File: src/rtl/bcd_run_sequencer.sv
// bcd_run_sequencer
// Run/hold/direction sequencer for a two-digit BCD tally (00..99). The tally
// steps once every TICK_DIV clocks while running, and the two digits share a
// single active-low 7-segment decoder through a free-running scan scheduler.
//
// Ports:
//   clk    in   rising-edge clock
//   rst    in   asynchronous, active-high reset
//   start  in   level; a rising edge starts or resumes counting
//   stop   in   level; a rising edge holds the count while running
//   clr    in   level; while high, clears the tally and returns to IDLE
//   up     in   direction: 1 = count up, 0 = count down
//   state  out  FSM state: IDLE=00, RUN_UP=01, RUN_DOWN=10, HOLD=11
//   ones   out  BCD ones digit
//   tens   out  BCD tens digit
//   tick   out  one-clock step strobe, high only while running
//   seg    out  active-low segments of the digit currently selected
//   an     out  active-low digit enables; an[0] = ones, an[1] = tens
//
// Command priority, highest first: clr, stop rising edge, start rising edge,
// direction change. A step due on the same edge as clr or a stop edge is
// dropped so the command wins.
module bcd_run_sequencer #(
  parameter int TICK_DIV = 4,
  parameter int SCAN_DIV = 2
) (
  input  logic       clk,
  input  logic       rst,
  input  logic       start,
  input  logic       stop,
  input  logic       clr,
  input  logic       up,
  output logic [1:0] state,
  output logic [3:0] ones,
  output logic [3:0] tens,
  output logic       tick,
  output logic [6:0] seg,
  output logic [1:0] an
);

  typedef enum logic [1:0] {
    IDLE     = 2'b00,
    RUN_UP   = 2'b01,
    RUN_DOWN = 2'b10,
    HOLD     = 2'b11
  } state_t;

  localparam int PW = (TICK_DIV > 1) ? $clog2(TICK_DIV) : 1;
  localparam int SW = (SCAN_DIV > 1) ? $clog2(SCAN_DIV) : 1;
  localparam logic [PW-1:0] PRESC_LAST = PW'(TICK_DIV - 1);
  localparam logic [SW-1:0] SCAN_LAST  = SW'(SCAN_DIV - 1);

  state_t        state_q, state_d;
  logic          start_q, stop_q;
  logic          start_rise, stop_rise;
  logic          running, running_d;
  logic [PW-1:0] presc_q, presc_d;
  logic [3:0]    ones_q, ones_d, tens_q, tens_d;
  logic [SW-1:0] scan_q, scan_d;
  logic          sel_q, sel_d;
  logic [3:0]    digit;

  assign start_rise = start & ~start_q;
  assign stop_rise  = stop & ~stop_q;
  assign running    = (state_q == RUN_UP) || (state_q == RUN_DOWN);
  assign running_d  = (state_d == RUN_UP) || (state_d == RUN_DOWN);
  assign tick       = running && (presc_q == PRESC_LAST);

  // Next state. A start edge while running and a stop edge while idle or
  // held are ignored; the direction input is followed on every running edge.
  always_comb begin
    state_d = state_q;
    if (clr) begin
      state_d = IDLE;
    end else begin
      case (state_q)
        IDLE, HOLD: if (start_rise) state_d = up ? RUN_UP : RUN_DOWN;
        RUN_UP: begin
          if (stop_rise)  state_d = HOLD;
          else if (!up)   state_d = RUN_DOWN;
        end
        RUN_DOWN: begin
          if (stop_rise)  state_d = HOLD;
          else if (up)    state_d = RUN_UP;
        end
        default: state_d = IDLE;
      endcase
    end
  end

  // The prescaler only advances across edges where the block stays running,
  // so every entry into a running state starts from zero.
  always_comb begin
    presc_d = '0;
    if (running && running_d) presc_d = tick ? '0 : presc_q + 1'b1;
  end

  // Tally step. Direction comes from the registered state, so a direction
  // change landing on a tick edge only affects later ticks.
  always_comb begin
    ones_d = ones_q;
    tens_d = tens_q;
    if (clr) begin
      ones_d = 4'd0;
      tens_d = 4'd0;
    end else if (tick && !stop_rise) begin
      if (state_q == RUN_UP) begin
        if (ones_q == 4'd9) begin
          ones_d = 4'd0;
          tens_d = (tens_q == 4'd9) ? 4'd0 : tens_q + 4'd1;
        end else begin
          ones_d = ones_q + 4'd1;
        end
      end else begin
        if (ones_q == 4'd0) begin
          ones_d = 4'd9;
          tens_d = (tens_q == 4'd0) ? 4'd9 : tens_q - 4'd1;
        end else begin
          ones_d = ones_q - 4'd1;
        end
      end
    end
  end

  // Scan scheduler: sel flips after SCAN_DIV clocks on each digit.
  always_comb begin
    scan_d = scan_q + 1'b1;
    sel_d  = sel_q;
    if (scan_q == SCAN_LAST) begin
      scan_d = '0;
      sel_d  = ~sel_q;
    end
  end

  always_ff @(posedge clk or posedge rst) begin
    if (rst) begin
      state_q <= IDLE;
      start_q <= 1'b0;
      stop_q  <= 1'b0;
      presc_q <= '0;
      ones_q  <= 4'd0;
      tens_q  <= 4'd0;
      scan_q  <= '0;
      sel_q   <= 1'b0;
    end else begin
      state_q <= state_d;
      start_q <= start;
      stop_q  <= stop;
      presc_q <= presc_d;
      ones_q  <= ones_d;
      tens_q  <= tens_d;
      scan_q  <= scan_d;
      sel_q   <= sel_d;
    end
  end

  assign state = state_q;
  assign ones  = ones_q;
  assign tens  = tens_q;
  assign an    = sel_q ? 2'b01 : 2'b10;
  assign digit = sel_q ? tens_q : ones_q;

  always_comb begin
    case (digit)
      4'd0:    seg = 7'b1000000;
      4'd1:    seg = 7'b1111001;
      4'd2:    seg = 7'b0100100;
      4'd3:    seg = 7'b0110000;
      4'd4:    seg = 7'b0011001;
      4'd5:    seg = 7'b0010010;
      4'd6:    seg = 7'b0000010;
      4'd7:    seg = 7'b1111000;
      4'd8:    seg = 7'b0000000;
      4'd9:    seg = 7'b0010000;
      default: seg = 7'b1111111;
    endcase
  end

endmodule

File: config.mk
export PLATFORM = sky130hd
export DESIGN_NAME = bcd_run_sequencer
export DESIGN_NICKNAME = d
export VERILOG_FILES = /design/src/rtl/bcd_run_sequencer.sv
export SDC_FILE = /design/constraint.sdc
export NUM_CORES = 1
export LEC_CHECK = 0
export CAP_MARGIN = 30
export CORE_UTILIZATION = 51
export DETAILED_ROUTE_END_ITERATION = 10
export HOLD_SLACK_MARGIN = 0.15
export PLACE_DENSITY = 0.79
export SLEW_MARGIN = 30
export SYNTH_ARGS = -nofsm -noshare
export SYNTH_HDL_FRONTEND = slang
export SYNTH_SLANG_ARGS = --single-unit
File: constraint.sdc
create_clock -name clk -period 2.4 [get_ports clk]
set_input_delay 0.24 -clock clk [delete_from_list [all_inputs] [get_ports clk]]
set_output_delay 0.24 -clock clk [all_outputs]
set_load 0.1 [all_outputs]
==> qor.yml <==
run_status:
  status: "finished, final reports clean"
timing:
  hold_ws_ps: 323
  fin_crit_ps: 2230
  final_hold_viol_count: 0
  rsz0062_at_grt: "no"
  worst_slack_ps: 169
  skew_ps: 6.67
  fmax_mhz: 448
  max-slew-margin-rel: 0.588
  worst_pin_slew_ps: 618
  setup_viol: 0
  maxSlewViolCount: 0
  finalCritPeriodShare: 0.930
setup_path:
  critPathLaunchType: "flop"
  critical_path_arrival_ps: 1990
  cp_slowest_stage_delay_ps: 570
  critPathTopFamily: "flip-flops"
  cp_slowest_cell: "dfrtp_4"
  cp_cell_sequence: "mux2i_2, inv_1, ha_1, mux2i_1, a21oi_4, buf_12"
  critPathKind: "flop to output pin"
  cp.required_ps: 2160
  r2r_slack_ps: 430
  crit_fanout: 13
  cp_num_buf_inv: 2
  setup.worst_path.end_class: "output pin"
clocking:
  cts_tree: "done"
  cts-htree-levels: 1
  cts_buffers: 3
  clock-sinks: 16
  clockRootBuffer: "clkbuf_4"
  path_clk_slew_ps: 90
  clkLatencyLatePin_ps: 290
  cts_hold_buffers: 0
  max-clock-path-buffers: 2
routing:
  routed_wl_mm: 2.60
  wire_per_inst_um: 12.9
  vias: 1119
  viasPerCell: 5.54
  drtIter0Drc: 6
  drc: 0
  drtAntennaViolNets: 0
  drt_pass1_iterations: 6
floorplan:
  die_area_sq_um: 2750
  dieWidth_um: 52.4
  core_sq_um: 2300
  die_y_um: 52.4
  initial_core_util: 0.565
  fp-row-count: 17
  ioPinCount: 26
pwr:
  leakagePower_uw: 0.000751
  p_total_uw: 684
  ir_drop_v: 0.000544
  cellPowerDensity_nw_per_um2: 388
job:
  cap_viol_max_count: 0
place:
  globalplace.congestion: 0.807
  portBuffers: 25
  place_ws_ps: 367
  dp.cells: 198
  dpl.hpwl_mm: 2.04
yosys:
  yosys-top-cells-area: "dfrtp_1, ha_1, a21oi_1"
  synth_area_per_cell_sq_um: 8.59
  yosysWarnings: 0
  synthCells: 151
  synth_flop_cell: "dfrtp_1"
  synth_edf_count: 0
  yosysTopAreaCell: "dfrtp_1"
  synthesis.nets: 165
  yosysUniqueCellTypes: 43
  synth-seq-cells: 16
  syn_area_sq_um: 1300
  synth_top_area_frac: 0.309
  yosysSeqAreaShare: 0.309
  yosys-top-cells-count: "a21oi_1, dfrtp_1, nor2_1"
  async_flop_share: 1.00
  yosys.cell_count.top_type: "a21oi_1"
grt:
  grt_pass1_vias: 1030
  grt_pass1_wl_mm: 4.40
  grt_start_max_net_pins: 17
  grt_util_all_layers: 0.220
  gr-total-overflow: 0
  grt_antenna_before_repair: 0
finish:
  antennaDiodeCount: 0
  fillers: 162
  synthToLayoutAreaGrowth_pct: 35.8
  drive_above_1_share: 0.351
  fin_cells: 202
  nets: 189
hold_path:
  hp-class: "input pin to async pin"
what timing repair did:
action                                 CTS  global route
endpoints found under the hold margin    0             0
buffers inserted                         0             0
resized for setup                        0             3
setup endpoints to repair                0             4
per-layer routing:
layer / routed length, um / GRT usage
met1: 1210 / 0.255
met3: 77 / 0.0464
met4: 31 / 0.0965
met2: 1280 / 0.384
met5: 0 / 0
metrics by stage:
| step | TNS, ps | area [sq um] | utilization |
|---|---|---|---|
| global route | 0 | 1760 | 0.767 |
| detailed placement | 0 | 1720 | 0.749 |
| CTS | 0 | 1760 | 0.765 |
| finish | 0 | 1760 | 0.767 |
| global placement | 0 | 1720 | 0.749 |
| floorplan | -243 | 1430 | - |
cells by family after synthesis:
group	Yosys count	synth area share
AOI/OAI and AO/OA	36	0.176
xor gates and xnor gates	8	0.0540
adders and majority gates	9	0.0849
buffers and inverters	22	0.0800
DFF	16	0.309
muxes	10	0.0849
and+or+nand+nor	50	0.211
layout make-up:
cell class / instances / area [sq um] / share of cell area
clock buffers: 4 / 36.3 / 0.0206
inverters: 10 / 37.5 / 0.0213
multi-input cells: 113 / 882 / 0.501
flip-flops and latches: 16 / 425 / 0.241
well taps: 28 / 35.0 / 0.0199
repair buffers: 31 / 345 / 0.196
sequential cells by signal, summed over array words and instances (netlist names):
register / count
ones: 4
presc_q: 2
scan_q: 1
sel_q: 1
start_q: 1
state: 2
stop_q: 1
tens: 4
worst register-to-register path, stage by stage, from the launching register on:
cell and delay [ps]:
dfrtp_4 510, inv_1 70, ha_1 280, and2b_4 330
o2111ai_4 160, or3_1 390, a21oi_1 150
worst paths after layout:
path                           from       to  cells past startpoint
max                         ones[0]   seg[0]                      6
min                             rst  ones[1]                      2
max reg2reg                state[0]  tens[2]                      6
min reg2reg                  scan_q   scan_q                      1
max in group asynchronous       rst  tens[0]                      2
min in group clk              start  start_q                      1
where the power goes:
part	leakage, uW	internal, uW	switching, uW
logic	0.000535	75.5	140
clock network	0.0000210	92.4	84.7
registers	0.000196	282	9.43
cells in the final DEF, fill, tap and decap left out, types with 6 or more instances in the layout:
cell,instances
nand2_1,11
buf_4,18
dfrtp_1,6
ha_1,7
buf_12,8
a21oi_1,13
inv_1,9
nor2_1,16
(Power assumes the default switching activity.)
